**src/rtl/hash_msg_feeder.sv**
```systemverilog
// hash_msg_feeder: buffers a host byte stream and paces it into the DES S-box hash core, then returns the digest
module hash_msg_feeder #(
    parameter int FIFO_DEPTH = 4,
    parameter int BYTE_GAP   = 5,
    parameter int TIMEOUT    = 1024
) (
    input  logic        clk,
    input  logic        rst,
    input  logic        msg_start,
    input  logic [63:0] msg_len,
    input  logic        in_valid,
    input  logic [7:0]  in_data,
    output logic        in_ready,
    output logic        M_valid,
    output logic [7:0]  message,
    output logic [63:0] counter,
    input  logic [31:0] digest_in,
    input  logic        hash_ready_in,
    output logic [31:0] digest,
    output logic        digest_valid,
    output logic        busy,
    output logic        len_err,
    output logic        timeout
);
    localparam int AW = $clog2(FIFO_DEPTH);
    localparam int CW = $clog2(FIFO_DEPTH + 1);
    localparam int GW = $clog2(BYTE_GAP + 1);
    localparam int TW = $clog2(TIMEOUT + 1);
    typedef enum logic [1:0] {IDLE, SEND, GAP, WAIT_DIG} state_t;
    state_t          state;
    logic [7:0]      mem [FIFO_DEPTH];
    logic [AW-1:0]   wr_ptr, rd_ptr;
    logic [CW-1:0]   fifo_cnt;
    logic [63:0]     recv_cnt, sent_cnt;
    logic [GW-1:0]   gap_cnt;
    logic [TW-1:0]   wait_cnt;
    logic            push, pop;
    assign in_ready = busy && (fifo_cnt < CW'(FIFO_DEPTH)) && (recv_cnt < counter);
    assign push     = in_valid && in_ready;
    assign pop      = (state == SEND) && (fifo_cnt != '0);
    // byte storage; occupancy is tracked by fifo_cnt so the array itself needs no reset
    always_ff @(posedge clk) begin
        if (push) mem[wr_ptr] <= in_data;
    end
    // FIFO bookkeeping plus the SEND/GAP/WAIT_DIG sequencer with registered outputs
    always_ff @(posedge clk) begin
        if (rst) begin
            state        <= IDLE;
            wr_ptr       <= '0;
            rd_ptr       <= '0;
            fifo_cnt     <= '0;
            recv_cnt     <= '0;
            sent_cnt     <= '0;
            gap_cnt      <= '0;
            wait_cnt     <= '0;
            M_valid      <= 1'b0;
            message      <= '0;
            counter      <= '0;
            digest       <= '0;
            digest_valid <= 1'b0;
            busy         <= 1'b0;
            len_err      <= 1'b0;
            timeout      <= 1'b0;
        end else begin
            M_valid      <= 1'b0;
            digest_valid <= 1'b0;
            len_err      <= 1'b0;
            timeout      <= 1'b0;
            if (push) begin
                wr_ptr   <= wr_ptr + AW'(1);
                recv_cnt <= recv_cnt + 64'd1;
            end
            if (pop) rd_ptr <= rd_ptr + AW'(1);
            fifo_cnt <= fifo_cnt + CW'(push) - CW'(pop);
            case (state)
                IDLE: begin
                    if (msg_start && msg_len == '0) begin
                        len_err <= 1'b1;
                    end else if (msg_start) begin
                        state    <= SEND;
                        counter  <= msg_len;
                        busy     <= 1'b1;
                        recv_cnt <= '0;
                        sent_cnt <= '0;
                    end
                end
                SEND: begin
                    if (pop) begin
                        message  <= mem[rd_ptr];
                        M_valid  <= 1'b1;
                        sent_cnt <= sent_cnt + 64'd1;
                        if (sent_cnt + 64'd1 == counter) begin
                            state    <= WAIT_DIG;
                            wait_cnt <= '0;
                        end else if (BYTE_GAP > 1) begin
                            state   <= GAP;
                            gap_cnt <= GW'(BYTE_GAP - 1);
                        end
                    end
                end
                GAP: begin
                    if (gap_cnt == GW'(1)) state <= SEND;
                    else gap_cnt <= gap_cnt - GW'(1);
                end
                WAIT_DIG: begin
                    if (hash_ready_in) begin
                        digest       <= digest_in;
                        digest_valid <= 1'b1;
                        busy         <= 1'b0;
                        counter      <= '0;
                        state        <= IDLE;
                    end else if (wait_cnt == TW'(TIMEOUT - 1)) begin
                        timeout <= 1'b1;
                        busy    <= 1'b0;
                        counter <= '0;
                        state   <= IDLE;
                    end else begin
                        wait_cnt <= wait_cnt + TW'(1);
                    end
                end
                default: state <= IDLE;
            endcase
        end
    end
endmodule

```
**config.mk**
```make
export PLATFORM = sky130hd
export DESIGN_NAME = hash_msg_feeder
export DESIGN_NICKNAME = d
export VERILOG_FILES = /design/src/rtl/hash_msg_feeder.sv
export SDC_FILE = /design/constraint.sdc
export NUM_CORES = 1
export LEC_CHECK = 0
export BUFFER_PORTS_ARGS = -buffer_cell sky130_fd_sc_hd__buf_2
export CAP_MARGIN = 20
export CORE_MARGIN = 5
export CORE_UTILIZATION = 50
export CTS_CLUSTER_SIZE = 28
export DETAILED_ROUTE_END_ITERATION = 7
export PLACE_DENSITY = 0.71
export RECOVER_POWER = 50
export SLEW_MARGIN = 25
export SYNTH_ARGS = -nofsm -noshare
export SYNTH_HDL_FRONTEND = slang
export SYNTH_SLANG_ARGS = --single-unit
```
**constraint.sdc**
```tcl
create_clock -name clk -period 7.1 [get_ports clk]
set_clock_uncertainty 0.05 [all_clocks]
set_input_delay 1.42 -clock clk [delete_from_list [all_inputs] [get_ports clk]]
set_output_delay 1.42 -clock clk [all_outputs]
set_load 0.03 [all_outputs]
```
==> qor.yml, run 1 <==
critical_path:
  crit_top_cell: "nor4_1"
  cp.arrival_ns: 5.73
  crit_path_max_incr_delay_ns: 0.92
  worstReg2RegStart: "counter[4]"
  reg2reg_depth: 18
  r2r-end: "fifo_cnt[2]"
  path_max_fanout: 70
  setup.worst_path.start_class: "input port"
  critPathKind: "in -> reg"
  crit_chain: "buf_2 > nor4_1 > nand4_1 > nor4_1 > nor2b_1 > and2_4 > buf_4 > or2_2 > or4_1 > nand2_1"
  required_ns: 7.51
  cp-startpoint: "msg_len[55]"
  crit_slowest_cell: "nor4_1"
  crit_path_end_kind: "flip-flop"
  r2r_slack_ns: 1.96
drt:
  ant_nets: 0
  num_vias: 16556
  drtIter0Drc: 1869
  wl_per_cell_um: 21.35
  routed_via_density: 6.212
  drtPass1Iterations: 7
  drc: 0
  routed_wl_um: 56900
clock_network:
  postCtsSetupBuffers: 0
  cts-root-buf: "clkbuf_16"
  cts_max_level: 2
  clkTransAtPathRegs_ns: 0.06
  ctsHoldBuffers: 0
  clk_path_buf_depth: 3
  cts_buffers: 34
  cts_resized: 0
  clk_latency_ns: 0.52
  cts_tree: "done"
  cts_num_sinks: 292
timing:
  timing.final.max_slew_violations: 72
  fmax_ghz: 0.1880
  final-setup-viol-count: 0
  relSlewSlack_pct: -101.6
  fin_crit_sh_pct: 74.92
  rsz0062_at_grt: "no"
  tns_ns: 0
  worstMarginPinSlew_ns: 3.025
  fin_crit_ns: 5.319
  finalHoldViolCount: 0
  timing.hold.ws_ns: 0.4032
synthesis:
  avgSynthCellArea_um2: 8.058
  netlist_area_um2: 16660
  synth-main-ff-cell: "dfxtp_1"
  synth_top_area_share_pct: 31.23
  synth_adder_area_share_pct: 5.676
  synth_warnings: 0
  seq_area_frac_synth_pct: 37.00
  synthDistinctLibCells: 75
  synthArstFlopShare_pct: 0
  synth_simple_gate_area_share_pct: 26.63
  synth_area_leader_cell: "dfxtp_1"
  synth_mux_area_share_pct: 2.410
  synth_area_leaders: "dfxtp_1 (31%), edfxtp_1 (5.8%), nor2_1 (5.6%)"
  synthXorXnorAreaFrac_pct: 6.202
  ys_seq_elements: 292
  synth_compound_area_share_pct: 16.72
  synth_edf_count: 32
  synth_nets: 2252
  synth_top_family_by_area: "simple AND/OR/NAND/NOR gates"
  synthCells: 2068
worst_hold_path:
  worstHoldStart: "digest[7]"
  hold_path_end: "digest[7]"
  hp-class: "reg -> reg"
  worst_hold_path.num_cells: 2
cells_and_area:
  area_growth_pct: 13.28
  fin_nets: 2380
  n_fill_cell: 3075
  drive_gt1_share_pct: 9.316
global_routing:
  grt_max_degree: 83
  grt.total_usage_pct: 29.62
  grt_pass1_vias: 15279
  grt_pass1_wl_um: 86820
  antenna_found_initial: 1
  overflow: 0
die:
  die-area_um2: 37080
  row_count: 66
  io_pins: 219
  initial_utilization_pct: 50.96
  coreArea_um2: 32700
  die-width_um: 192.6
  chipHeight_um: 192.6
placed_design:
  gp_congestion: 0.9935
  portBuffers: 218
  place_hpwl_um: 41410
power_and_ir_drop:
  p_total_uw: 5243
  total_leakage_power_uw: 0.006807
  ir_worst_vdd_v: 0.0001926
  powerDensity_nw_per_um2: 277.7
outcome:
  violations: "capacitance limit, slew limit"
  outcome: "finished with violations"
run:
  maxCapViolCount: 1
cell usage after synthesis, drive strengths merged (45+ instances only):
library cell,number
a21oi,171
a22oi,82
clkbuf,99
dfxtp,260
ha,74
inv,86
nand2,217
nand3,67
nand4,80
nor2,248
nor3,61
nor4,47
o21ai,62
xnor2,73
xor2,45
per-layer routing:
| layer | up-vias | share of wire, % | GRT usage (%) |
|---|---|---|---|
| met5 | - | 0 | 0 |
| met4 | 0 | 3.9 | 10.70 |
| met3 | 122 | 8.4 | 4.432 |
| met2 | 768 | 45 | 46.56 |
| met1 | 7935 | 42 | 41.56 |
| li1 | 7731 | - | - |
cell usage in the layout, fill, tap and decap left out, drive strengths merged, types with 41 or more instances in the layout:
cell type	n
dfxtp	260
nor2	248
nand2	217
a21oi	171
clkbuf	167
buf	111
inv	86
a22oi	82
nand4	80
ha	74
xnor2	73
nand3	67
o21ai	62
nor3	61
nor4	47
xor2	45
or3	41
through the flow:
| step | cells | area, um2 | utilization (%) | setup slack (ns) |
|---|---|---|---|---|
| global route | 2665 | 18880 | 57.73 | 1.690 |
| CTS | 2664 | 19040 | 58.22 | 1.876 |
| floorplan | 2068 | 16660 | - | 2.642 |
| global placement | 2602 | 17880 | 54.66 | 1.222 |
| finish | 2665 | 18880 | 57.73 | 1.781 |
| detailed placement | 2602 | 17890 | 54.71 | 1.357 |
how the worst max path moves through the flow:
stage / to / cells past startpoint / slack (ns)
after floorplan: fifo_cnt[2] / 20 / 2.64
after global placement: recv_cnt[44] / 10 / 1.22
after detailed placement: recv_cnt[44] / 10 / 1.36
after CTS: recv_cnt[38] / 10 / 1.88
after global routing: fifo_cnt[2] / 18 / 1.69
final: recv_cnt[5] / 10 / 1.78
state kept, by name, indices dropped and copies added, names as in the netlist, 3 cells and up:
name	cells
message	8
fifo_cnt	3
digest	32
counter	64
recv_cnt	64
mem	32
gap_cnt	3
sent_cnt	64
wait_cnt	11
cell type report:
cell class / count / area (um2) / share of cell area (%)
diodes: 1 / 2.502 / 0.01326
clock buffers: 46 / 947.2 / 5.017
clock inverters: 16 / 201.4 / 1.067
inverters: 86 / 322.8 / 1.710
multi-input cells: 1550 / 9642 / 51.07
flip-flops and latches: 292 / 6166 / 32.66
well taps: 442 / 553.0 / 2.929
repair buffers: 232 / 1044 / 5.528
report_power, final:
group	switching, uW	internal, uW
sequential	218	1780
clock	715	1090
combinational	1010	435
kinds of logic (layout without fill, tap and decap cells):
kind of cell             after synthesis  in the layout
adder cells (fa/ha/maj)               75             75
buffers and inverters                226            380
multiplexers                          30             30
AND/OR/NAND/NOR                      888            888
flip-flops                           292            292
AO/OA/AOI/OAI                        439            439
other                                  0              1
XOR/XNOR                             118            118
worst max-delay path, delay by kind of cell:
family / cells / cell delay (ns)
and+or+nand+nor: 8 / 3.77
buffers and inverters: 2 / 0.47
No activity file was read; power rests on OpenSTA's default activity.
==> run 2: changes to the inputs <==
PLACE_DENSITY = 0.73   (was 0.71)
clock period = 4.75 ns   (was 7.1 ns; I/O delays follow)
==> run 2 against run 1 <==
Against the previous run:
- the flow still finishes with violations (capacitance limit, slew limit)
- die area did not move
- critical path type is now reg -> out
- hold slack got worse by 0.0018 ns
- utilization up 0.79 points
- power is 52% higher
==> qor.yml, run 2 (same netlist as run 1, synthesis figures left out) <==
outcome:
  outcome: "finished with violations"
  violations: "capacitance limit, slew limit"
global_routing:
  grt_pass1_vias: 15170  # -0.71%
  grt.total_usage_pct: 29.97  # +0.35 points
  grt_max_degree: 87  # +4.8%
  overflow: 0  # unchanged
  grt_pass1_wl_um: 86940  # +0.14%
  antenna_found_initial: 3  # +2
critical_path:
  required_ns: 3.75  # -3.76 ns
  cp.arrival_ns: 3.61  # -2.12 ns
  crit_path_end_kind: "output port"
  r2r-end: "recv_cnt[17]"
  reg2reg_depth: 14  # -4
  path_max_fanout: 4  # -94%
  crit_path_end: "in_ready"
  worstReg2RegStart: "counter[9]"
  r2r_slack_ns: 0.27  # -1.69 ns
  setup.worst_path.start_class: "flip-flop"
  cp-startpoint: "counter[9]"
  critPathKind: "reg -> out"
clock_network:
  cts_max_level: 2  # unchanged
  cts_num_sinks: 292  # unchanged
  cts_resized: 0  # unchanged
  clkTransAtPathRegs_ns: 0.06  # about the same
  clk_latency_ns: 0.54  # +0.02 ns
  clk_path_buf_depth: 3  # unchanged
  cts-root-buf: "clkbuf_16"
  ctsHoldBuffers: 0  # unchanged
  cts_tree: "done"
  cts_buffers: 35  # +2.9%
  postCtsSetupBuffers: 0  # unchanged
drt:
  ant_nets: 0  # unchanged
  drc: 0  # unchanged
  routed_via_density: 6.170  # -0.68%
  routed_wl_um: 57500  # +1.0%
  drtPass1Iterations: 7  # unchanged
  num_vias: 16597  # +0.25%
  drtIter0Drc: 1770  # -5.3%
  wl_per_cell_um: 21.37  # +0.10%
placed_design:
  place_hpwl_um: 42390  # +2.4%
  gp_congestion: 0.9931  # about the same
  dp_slack_ns: 0.1095  # -1.248 ns
  portBuffers: 218  # unchanged
  post-place-cells: 2627  # +0.96%
die:
  row_count: 66  # unchanged
  initial_utilization_pct: 50.96  # unchanged
  chipHeight_um: 192.6  # unchanged
  die-width_um: 192.6  # unchanged
  die-area_um2: 37080  # unchanged
  io_pins: 219  # unchanged
  coreArea_um2: 32700  # unchanged
timing:
  worstMarginPinSlew_ns: 1.596  # -1.428 ns
  final-setup-viol-count: 0  # unchanged
  relSlewSlack_pct: -6.431  # +95 points
  tns_ns: 0  # unchanged
  rsz0062_at_grt: "no"
  finalHoldViolCount: 0  # unchanged
  fin_crit_ns: 4.611
  fin_crit_sh_pct: 97.08
  timing.hold.ws_ns: 0.4014  # -0.001815 ns
  fmax_ghz: 0.2169
  timing.final.max_slew_violations: 102  # +42%
  final.setup.worst_slack_ns: 0.1386  # -1.642 ns
cells_and_area:
  final_cells: 2690  # +0.94%
  register_area_um2: 6166  # unchanged
  fin_nets: 2406  # +1.1%
  area_growth_pct: 14.84
  post-route-util_pct: 58.52  # +0.79 points
  n_fill_cell: 3086  # +0.36%
  drive_gt1_share_pct: 10.46  # +1.1 points
  layout_common_cells: "dfxtp_1 (260), nor2_1 (247), nand2_1 (217), a21oi_1 (170), clkbuf_1 (124)"
  largestRegisters: "counter: 64 flops, recv_cnt: 64 flops, sent_cnt: 64 flops"
  multi_input_area_um2: 9618  # -0.25%
  final_common_cell: "dfxtp_1"
power_and_ir_drop:
  ir_worst_vdd_v: 0.0002720  # +41%
  powerDensity_nw_per_um2: 417.5  # +50%
  total_leakage_power_uw: 0.006989  # +2.7%
run:
  maxCapViolCount: 2  # +1
worst_hold_path:
  hp-class: "reg -> reg"
  worst_hold_path.num_cells: 2  # unchanged
[run 2: cell types whose count changed in the layout (fill, tap and decap cells not counted), moves of 2 or more]
cell / change
buf_4: +19
clkbuf_1: -5
and2_1: +4
and2_0: -3
buf_12: +3
clkbuf_2: +3
clkbuf_8: +3
clkinv_1: -2
clkinv_2: +2
clkinv_8: -2
[run 2: worst min path at each step]
stage	start	end	slack [ns]
2_1_floorplan	wait_cnt[10]	wait_cnt[10]	0.38
3_3_place_gp	wait_cnt[10]	wait_cnt[10]	0.39
3_5_place_dp	digest[19]	digest[19]	0.39
4_1_cts	digest[19]	digest[19]	0.40
5_1_grt	message[3]	message[3]	0.42
6_report	digest[7]	digest[7]	0.40
[run 2: metrics by stage]
step	power (uW)	cell area [um2]
finish	7989	19140
global route	8312	19140
CTS	8030	19320
detailed placement	5214	18110
global placement	5178	18100
floorplan	4377	16660
[run 2: layer usage]
| layer | global-route usage (%) | part of all wire (%) | up-vias |
|---|---|---|---|
| met1 | 41.51 | 42 | 7898 |
| met4 | 13.17 | 4.6 | 2 |
| met5 | 0 | 0.012 | - |
| met2 | 45.50 | 45 | 775 |
| met3 | 5.933 | 9.0 | 156 |
| li1 | - | - | 7766 |
[run 2: layout make-up]
type                    count  area share (%)
flip-flops and latches    292           32.22
clock buffers              44           5.067
clock inverters            17           1.262
diodes                      2         0.02615
repair buffers            257           6.590
inverters                  86           1.687
multi-input cells        1550           50.26
well taps                 442           2.890
[run 2: power breakdown]
| part | switching (uW) | total (uW) | internal [uW] |
|---|---|---|---|
| combinational | 1520 | 2210 | 686 |
| sequential | 295 | 2950 | 2660 |
| clock | 1100 | 2830 | 1730 |
[run 2: worst max-delay path: stages, from the launching register on]
cell	delay, ns
dfxtp_1	0.43
inv_1	0.08
ha_1	0.32
a21o_1	0.16
a21o_1	0.17
a211oi_1	0.26
o21a_1	0.16
a2bb2oi_1	0.22
a31oi_1	0.19
or4_4	0.53
a21oi_1	0.29
buf_2	0.26
